File: src/rtl/ex_muldiv_unit.sv
// Iterative RV M-extension multiply/divide unit, radix-2, one quotient/product bit per cycle.
// Latency: accept at edge E, result valid at edge E+XLEN+2 (special divide cases at E+2).
// Backpressure: op_ready only in IDLE; result held in DONE until res_ready; busy stalls the pipe.
module ex_muldiv_unit #(
  parameter int XLEN  = 64,
  parameter int TAG_W = 5
) (
  input  logic             clk,
  input  logic             rst,
  input  logic             flush,
  input  logic             op_valid,
  output logic             op_ready,
  input  logic [2:0]       op_funct3,
  input  logic [XLEN-1:0]  op_a,
  input  logic [XLEN-1:0]  op_b,
  input  logic [TAG_W-1:0] op_tag,
  output logic             busy,
  output logic             res_valid,
  input  logic             res_ready,
  output logic [XLEN-1:0]  res_data,
  output logic [TAG_W-1:0] res_tag
);

  localparam int CW = $clog2(XLEN + 1);
  localparam logic [XLEN-1:0] MIN_VAL = {1'b1, {(XLEN-1){1'b0}}};

  typedef enum logic [1:0] {IDLE, CALC, FIX, DONE} state_t;

  state_t              state;
  logic [2:0]          funct3;
  logic [TAG_W-1:0]    tag;
  logic [XLEN-1:0]     dvsr;     // multiplicand for MUL*, divisor magnitude for DIV*/REM*
  logic [2*XLEN-1:0]   acc;      // MUL*: {partial sum, multiplier}; DIV*: {remainder, quotient}
  logic                neg;      // negate the selected result in FIX
  logic [CW-1:0]       counter;

  // Decode of the incoming op: signedness, magnitudes, special divide cases
  logic            in_is_div, in_a_signed, in_b_signed, in_a_neg, in_b_neg;
  logic            in_div_zero, in_ovf, in_special, in_neg;
  logic [XLEN-1:0] in_abs_a, in_abs_b;

  always_comb begin
    in_is_div   = op_funct3[2];
    in_a_signed = op_funct3[2] ? !op_funct3[0] : (op_funct3[1:0] != 2'b11);
    in_b_signed = op_funct3[2] ? !op_funct3[0] : !op_funct3[1];
    in_a_neg    = in_a_signed && op_a[XLEN-1];
    in_b_neg    = in_b_signed && op_b[XLEN-1];
    in_abs_a    = in_a_neg ? (~op_a + 1'b1) : op_a;
    in_abs_b    = in_b_neg ? (~op_b + 1'b1) : op_b;
    in_div_zero = in_is_div && (op_b == '0);
    in_ovf      = in_is_div && !op_funct3[0] && (op_a == MIN_VAL) && (op_b == '1);
    in_special  = in_div_zero || in_ovf;
    // Quotient sign is a^b; remainder follows the dividend; MULHSU follows a only
    if (in_is_div)
      in_neg = op_funct3[1] ? in_a_neg : (in_a_neg ^ in_b_neg);
    else
      in_neg = in_a_neg ^ in_b_neg;
  end

  // One iteration of shift-add (multiply) or restoring shift-subtract (divide)
  logic [XLEN:0]     mul_sum, div_shift, div_diff;
  logic [2*XLEN-1:0] calc_next;

  always_comb begin
    mul_sum   = {1'b0, acc[2*XLEN-1:XLEN]} + (acc[0] ? {1'b0, dvsr} : '0);
    div_shift = acc[2*XLEN-1:XLEN-1];
    div_diff  = div_shift - {1'b0, dvsr};
    if (!funct3[2])
      calc_next = {mul_sum, acc[XLEN-1:1]};
    else if (!div_diff[XLEN])
      calc_next = {div_diff[XLEN-1:0], acc[XLEN-2:0], 1'b1};
    else
      calc_next = {div_shift[XLEN-1:0], acc[XLEN-2:0], 1'b0};
  end

  // Sign fix-up and word selection for the final result
  logic [2*XLEN-1:0] prod_fix;
  logic [XLEN-1:0]   div_word, div_fix, fix_data;

  always_comb begin
    prod_fix = neg ? (~acc + 1'b1) : acc;
    div_word = funct3[1] ? acc[2*XLEN-1:XLEN] : acc[XLEN-1:0];
    div_fix  = neg ? (~div_word + 1'b1) : div_word;
    if (funct3[2])
      fix_data = div_fix;
    else if (funct3[1:0] == 2'b00)
      fix_data = prod_fix[XLEN-1:0];
    else
      fix_data = prod_fix[2*XLEN-1:XLEN];
  end

  // Control FSM and datapath registers; flush drops any op in flight
  always_ff @(posedge clk) begin
    if (rst) begin
      state    <= IDLE;
      funct3   <= '0;
      tag      <= '0;
      dvsr     <= '0;
      acc      <= '0;
      neg      <= 1'b0;
      counter  <= '0;
      res_data <= '0;
      res_tag  <= '0;
    end else if (flush) begin
      state <= IDLE;
    end else begin
      case (state)
        IDLE: begin
          if (op_valid) begin
            funct3 <= op_funct3;
            tag    <= op_tag;
            if (in_special) begin
              // Preload {remainder, quotient} with the architected special results
              neg   <= 1'b0;
              dvsr  <= '0;
              acc   <= in_div_zero ? {op_a, {XLEN{1'b1}}} : {{XLEN{1'b0}}, op_a};
              state <= FIX;
            end else begin
              neg     <= in_neg;
              dvsr    <= in_is_div ? in_abs_b : in_abs_a;
              acc     <= {{XLEN{1'b0}}, (in_is_div ? in_abs_a : in_abs_b)};
              counter <= CW'(XLEN);
              state   <= CALC;
            end
          end
        end
        CALC: begin
          acc     <= calc_next;
          counter <= counter - 1'b1;
          if (counter == CW'(1))
            state <= FIX;
        end
        FIX: begin
          res_data <= fix_data;
          res_tag  <= tag;
          state    <= DONE;
        end
        DONE: begin
          if (res_ready)
            state <= IDLE;
        end
        default: state <= IDLE;
      endcase
    end
  end

  assign op_ready  = (state == IDLE);
  assign busy      = (state != IDLE);
  assign res_valid = (state == DONE);

endmodule

File: config.mk
export PLATFORM = sky130hd
export DESIGN_NAME = ex_muldiv_unit
export DESIGN_NICKNAME = d
export VERILOG_FILES = /design/src/rtl/ex_muldiv_unit.sv
export SDC_FILE = /design/constraint.sdc
export NUM_CORES = 2
export LEC_CHECK = 0
export ABC_AREA = 0
export CORE_ASPECT_RATIO = 1.75
export CORE_MARGIN = 4
export CORE_UTILIZATION = 56
export DETAILED_ROUTE_END_ITERATION = 12
export GPL_TIMING_DRIVEN = 0
export PLACE_DENSITY = 0.79
export RECOVER_POWER = 100
export SYNTH_ARGS = -nofsm -noshare
export SYNTH_HDL_FRONTEND = slang
export SYNTH_SLANG_ARGS = --single-unit
File: constraint.sdc
create_clock -name clk -period 5.15 [get_ports clk]
set_input_delay 1.545 -clock clk [delete_from_list [all_inputs] [get_ports clk]]
set_output_delay 1.545 -clock clk [all_outputs]
set_load 0.005 [all_outputs]
==> results by group, run 1 <==
Synthesis
  – Netlist cell types: 90
  – Cell area after technology mapping: around 0.033 mm^2
  – Mean post-synth cell area: 6.70 um^2
  – Share of synthesized registers carrying an async set or reset: 0
  – Top FF cell, synth: dfxtp_1
  – Total of flip-flops plus latches after synthesis: 279
  – Count of flip-flops with a built-in enable after synthesis: 0
  – Sequential element share of the synthesized area: 0.170
  – Number of nets in the synthesized netlist: about 5200
  – Synthesized instance count: around 4900
  – Yosys synthesis warning count: 0

GRT
  – Wire length of the first global-routing pass: between 300000 and 400000 um
  – Global router's overall resource usage: 0.790
  – Pin count of the biggest net entering global routing: 20
  – Final global-route overflow total: 450
  – Via count of the first global-routing pass: 48400

CTS
  – CTS HTree Levels: 1
  – Num CTS Buffers: 29
  – Number of buffers on the longest clock path: 3
  – Clock sink count: 279
  – Post-CTS Hold Buffers: 0
  – Cell chosen for the clock root: clkbuf_16

Place
  – Final RePlAce weighted congestion: around 1.3
  – Number of I/O port buffers: 210
  – Placed Cells: 5890
  – Post-detailed-placement half-perimeter wirelength: between 150000 and 200000 um

Run status
  – Outcome: aborted with a tool error
  – First error: [ERROR GRT-0116] Global routing finished with congestion. Check the congestion regions in the DRC Viewer.
  – Last stage reached: 5_1_grt

Die
  – Ports placed on the boundary: ~210
  – Effective utilization at floorplan: 0.566
  – Die width: roughly 190 um
  – Site row count: 117
  – Chip height: around 330 um
-- cells by family after synthesis --
kind of cell	count (synthesis)	synth area share
AOI/OAI and AO/OA	1527	0.294
xor gates and xnor gates	325	0.0865
adders and majority gates	141	0.0541
buffers and inverters	557	0.0647
DFF	279	0.170
muxes	205	0.0637
and+or+nand+nor	1872	0.267
-- stage by stage --
stage / hold WS, ns / setup WS [ns] / setup TNS [ns] / instance area [um^2] / utilization
after floorplan: 0.416 / 0.0295 / 0 / 32900 / -
after global placement: 0.427 / -3.69 / -287.32 / 36000 / 0.619
after detailed placement: 0.448 / -3.68 / -292.47 / 36000 / 0.619
after CTS: 0.458 / 0.000838 / 0 / 37400 / 0.644
-- synth_stat cells (16+ instances only) --
cell | n | area share
dfxtp_1 | 279 | 0.17
nand3_1 | 78 | 0.012
inv_1 | 123 | 0.014
nand2b_1 | 23 | 0.0044
a311oi_1 | 16 | 0.0043
mux2i_1 | 170 | 0.052
a22o_1 | 30 | 0.0080
o211ai_1 | 55 | 0.013
o41ai_1 | 23 | 0.0061
and2_1 | 25 | 0.0048
o21ai_0 | 297 | 0.045
or2_2 | 28 | 0.0053
and3_1 | 25 | 0.0048
o21bai_1 | 31 | 0.0071
o21a_1 | 23 | 0.0052
a221o_1 | 24 | 0.0073
o311ai_0 | 20 | 0.0053
nor3_1 | 230 | 0.035
nand2_1 | 587 | 0.067
a31oi_1 | 58 | 0.011
nor4_1 | 65 | 0.012
o22ai_1 | 31 | 0.0059
xor2_1 | 158 | 0.042
mux2_2 | 35 | 0.012
buf_2 | 21 | 0.0032
buf_1 | 41 | 0.0047
a21oi_1 | 531 | 0.081
ha_1 | 139 | 0.053
nor2_1 | 533 | 0.061
nand4_1 | 91 | 0.017
o31ai_1 | 70 | 0.016
a211oi_1 | 92 | 0.021
a221oi_1 | 20 | 0.0053
or4_1 | 42 | 0.0096
clkbuf_1 | 366 | 0.042
or3_1 | 58 | 0.011
nor3b_1 | 20 | 0.0046
a21o_1 | 66 | 0.015
xnor2_1 | 167 | 0.044
-- timing repair --
action,CTS
setup buffers,14
gates resized for setup,109
endpoints found under the setup margin,211
pin swaps,7
gates cloned,0
-- metal layers --
metal	overflow	GRT usage
met4	183	0.800
met1	8	0.782
met3	9	0.652
met2	246	0.936
met5	4	0.365
==> run 2: changes to the inputs <==
--- a/config.mk
+++ b/config.mk
@@ -6,12 +6,11 @@
 export NUM_CORES = 2
 export LEC_CHECK = 0
 export ABC_AREA = 0
-export CORE_ASPECT_RATIO = 1.75
 export CORE_MARGIN = 4
-export CORE_UTILIZATION = 56
+export CORE_UTILIZATION = 40
 export DETAILED_ROUTE_END_ITERATION = 12
 export GPL_TIMING_DRIVEN = 0
-export PLACE_DENSITY = 0.79
+export PLACE_DENSITY_LB_ADDON = 0.15
 export RECOVER_POWER = 100
 export SYNTH_ARGS = -nofsm -noshare
 export SYNTH_HDL_FRONTEND = slang
==> constraint.sdc (replaced) <==
create_clock -name clk -period 6.7 [get_ports clk]
set_input_delay 2.01 -clock clk [delete_from_list [all_inputs] [get_ports clk]]
set_output_delay 2.01 -clock clk [all_outputs]
set_load 0.005 [all_outputs]
==> results by group, run 2 <==
Power
  – Power Dens Cells: 205 mW/mm^2
  – Leakage: approximately 14 nW
  – Relative contribution of combinational cells to total power: 0.481
  – Internal power summed over all cells: between 3 and 4 mW
  – Clock group share of total power: 0.279
  – Switching power share of the total: 0.484
  – Peak ir drop on the vdd network: 220 uV
  – Switching component of the power: between 3 and 4 mW
  – Fraction of power consumed by sequential logic: 0.240

CTS
  – Clock latency at the later pin of the worst-skew pair: roughly 0.63 ns
  – CTS HTree Levels: 2 (+1)
  – Number of buffers on the longest clock path: 3 (unchanged)
  – Clock sink count: 279 (unchanged)
  – Post-CTS Hold Buffers: 0 (unchanged)
  – TritonCTS clock tree: done
  – Num CTS Buffers: 39 (+34%)
  – Clock-pin slew reported for the worst setup and hold paths after clock tree synthesis: ~0.06 ns
  – Cell chosen for the clock root: clkbuf_16

Synthesis
  – Sequential element share of the synthesized area: 0.170 (unchanged)
  – Area share of the largest cell type after synthesis: 0.170 (unchanged)
  – Count of flip-flops with a built-in enable after synthesis: 0 (unchanged)
  – Share of synthesized registers carrying an async set or reset: 0 (unchanged)
  – Number of nets in the synthesized netlist: 5188 (unchanged)
  – Top FF cell, synth: dfxtp_1
  – Most repeated cell in the gate-level netlist after synthesis: nand2_1
  – Mean post-synth cell area: 6.70 um^2 (unchanged)
  – Synth top area cells: dfxtp_1 (17%), a21oi_1 (8.1%), nand2_1 (6.7%), nor2_1 (6.1%), ha_1 (5.3%)
  – Biggest area consumer among synthesized cells: dfxtp_1
  – Netlist cell types: 90 (unchanged)
  – Yosys synthesis warning count: 0 (unchanged)
  – Cell area after technology mapping: 0.0329 mm^2 (unchanged)
  – Total of flip-flops plus latches after synthesis: 279 (unchanged)
  – Synthesized instance count: 4906 (unchanged)
  – Ranking of synthesized cells by instance count: nand2_1 (587), nor2_1 (533), a21oi_1 (531)

STA
  – Unrepaired setup endpoints after global routing: false
  – Final Setup Violations: 33
  – Worst-case hold slack: approximately 0.44 ns
  – Final-report max-slew violation count: ~110
  – Post-route fraction of the period consumed by the critical path: 1.05
  – Worst clock skew: ~0.043 ns
  – Tightest Pin Transition: between 1.5 and 2 ns
  – Maximum achievable frequency: approximately 0.14 GHz
  – Post-layout worst setup margin: -0.354 ns
  – Remaining max-slew budget at the tightest pin: -0.206
  – Tmin final: ~7.1 ns
  – Final hold violations: 0
  – Final setup TNS: -2.67 ns

Drt
  – Vias after detailed routing: about 45000
  – Number of design rule violations left after detail routing: 0
  – Final wirelength: approximately 230000 um
  – Drt via density: between 7 and 8
  – Number of DRC violations after detailed-routing iteration 0: 8452
  – Number of antenna-violating nets in the routed design: 0
  – Wirelength per Cell: between 30 and 40 um
  – Detailed Routing Iterations Pass 1: 8

Run status
  – Violations in the final reports: max-capacitance violations, max-slew violations, negative setup slack
  – Outcome: finished with violations

Cells and area
  – Fillers: between 8000 and 9000
  – Layout overhead on the synthesized area: 14.6%
  – Register ranked first by flip-flop count: acc
  – Most frequent cells in the layout: nand2_1 (587), nor2_1 (532), a21oi_1 (531), clkbuf_1 (372), o21ai_0 (296)
  – Nets: roughly 5400
  – Largest register FFs: 128
  – Commonest non-fill, non-tap cell in the layout: nand2_1
  – Fraction of final layout cells sized beyond drive strength 1: 0.0386
  – Final Core Density: 0.465
  – Leading registers by flop count: acc: 128 flops, dvsr: 64 flops, res_data: 64 flops

Place
  – Post-detailed-placement half-perimeter wirelength: 179000 um (+7.3%)
  – Number of I/O port buffers: 210 (unchanged)
  – Final RePlAce weighted congestion: 1.16 (-13%)
  – Pre-CTS WS: -2.40 ns (+1.28 ns)

Worst setup path
  – Worst Path Arrival: 7.60 ns
  – Start-to-end type of the worst setup path: reg2reg
  – Startpoint kind of the worst setup timing path: flip-flop
  – Critical Path Fanout Max: 19
  – Critical path required time: roughly 7.2 ns
  – Critical path capture point type: flip-flop

Die
  – Floorplan Core Area: a little over 0.08 mm^2
  – Effective utilization at floorplan: 0.406 (-0.160)
  – Chip height: 295 um (-10%)
  – Site row count: 104 (-11%)
  – DIE AREA: about 0.087 mm^2
  – Ports placed on the boundary: 213 (unchanged)
  – Die width: 295 um (+54%)

GRT
  – Global router's overall resource usage: 0.499
  – Pin count of the biggest net entering global routing: 20
  – Via count of the first global-routing pass: 39900
  – Final global-route overflow total: 0
  – Wire length of the first global-routing pass: 308000 um
  – Initial antenna violation count: 14

Min path
  – Hold WC Path Type: reg2reg

Run
  – Count of maximum capacitance violations: 13
==> run 2: cell counts after synthesis <==
Identical to the previous run, type by type.
==> run 2: through the flow <==
| step | std cells | cell area (um^2) | total power, mW |
|---|---|---|---|
| 6_report | 6256 | 37700 | 7.73 |
| 5_1_grt | 6248 | 37700 | 7.79 |
| 4_1_cts | 6243 | 37600 | 7.40 |
| 3_5_place_dp | 6177 | 36300 | 5.29 |
| 3_3_place_gp | 6176 | 36300 | 5.31 |
| 2_1_floorplan | 4906 | 32900 | 3.81 |
==> run 2: cells by family after synthesis <==
logic type,synth area share
flip-flops,0.170
XOR/XNOR,0.0865
AND/OR/NAND/NOR,0.267
adder cells (fa/ha/maj),0.0541
buffers and inverters,0.0647
multiplexers,0.0637
AO/OA/AOI/OAI,0.294
==> run 2: worst paths after layout <==
check | startpoint | end | slack [ns] | cells past startpoint
worst min register to register | dvsr[61]$_SDFFE_PP0P_ | dvsr[61]$_SDFFE_PP0P_ | 0.44 | 2
worst max register to register | funct3[1]$_SDFFE_PP0P_ | res_data[42]$_SDFFE_PP0P_ | -0.35 | 12
worst min-delay path | dvsr[61]$_SDFFE_PP0P_ | dvsr[61]$_SDFFE_PP0P_ | 0.44 | 2
worst max-delay path | funct3[1]$_SDFFE_PP0P_ | res_data[42]$_SDFFE_PP0P_ | -0.35 | 12
==> run 2: area by class of cell <==
type	instances	area, um^2	area share
Clock buffer	51	1120	0.0298
Tap cell	1060	1330	0.0352
Buffer	428	1670	0.0444
Timing Repair Buffer	214	2120	0.0564
Clock inverter	14	116	0.00309
Sequential cell	279	5590	0.148
Antenna cell	14	35.0	0.000930
Inverter	126	473	0.0125
Multi-Input combinational cell	4070	25200	0.669
==> run 2: worst max-delay path, cell delays in order, from the launching register on <==
cell and delay (ns):
dfxtp_1 0.30, buf_2 0.30, buf_4 0.39, buf_2 0.66, or2_2 0.22, clkbuf_1 0.80
clkbuf_1 0.92, clkbuf_1 0.75, clkbuf_1 0.90, nor2_1 0.13, a211oi_1 0.94, o21ai_2 0.35
a21oi_1 0.23
==> run 2: per-layer routing <==
metal / routed length, um / global-route usage
met5: 166 / 0.00887
met4: 19600 / 0.314
met2: 84800 / 0.671
met1: 86000 / 0.636
met3: 38100 / 0.231
==> run 2: power by group through the flow <==
| stage | combinational, mW | clock, mW | sequential (mW) |
|---|---|---|---|
| after floorplan | 1.98 | 0 | 1.83 |
| after global placement | 3.43 | 0 | 1.88 |
| after detailed placement | 3.41 | 0 | 1.88 |
| after CTS | 3.43 | 2.13 | 1.84 |
| after global routing | 3.76 | 2.18 | 1.85 |
| final | 3.72 | 2.16 | 1.85 |
==> run 2: repair_timing <==
item | 4_1_cts | 5_1_grt
setup endpoints to repair | 47 | 46
gates cloned | 0 | 0
setup buffers | 2 | 0
gates resized for setup | 18 | 22
No activity file was read; power rests on OpenSTA's default activity.
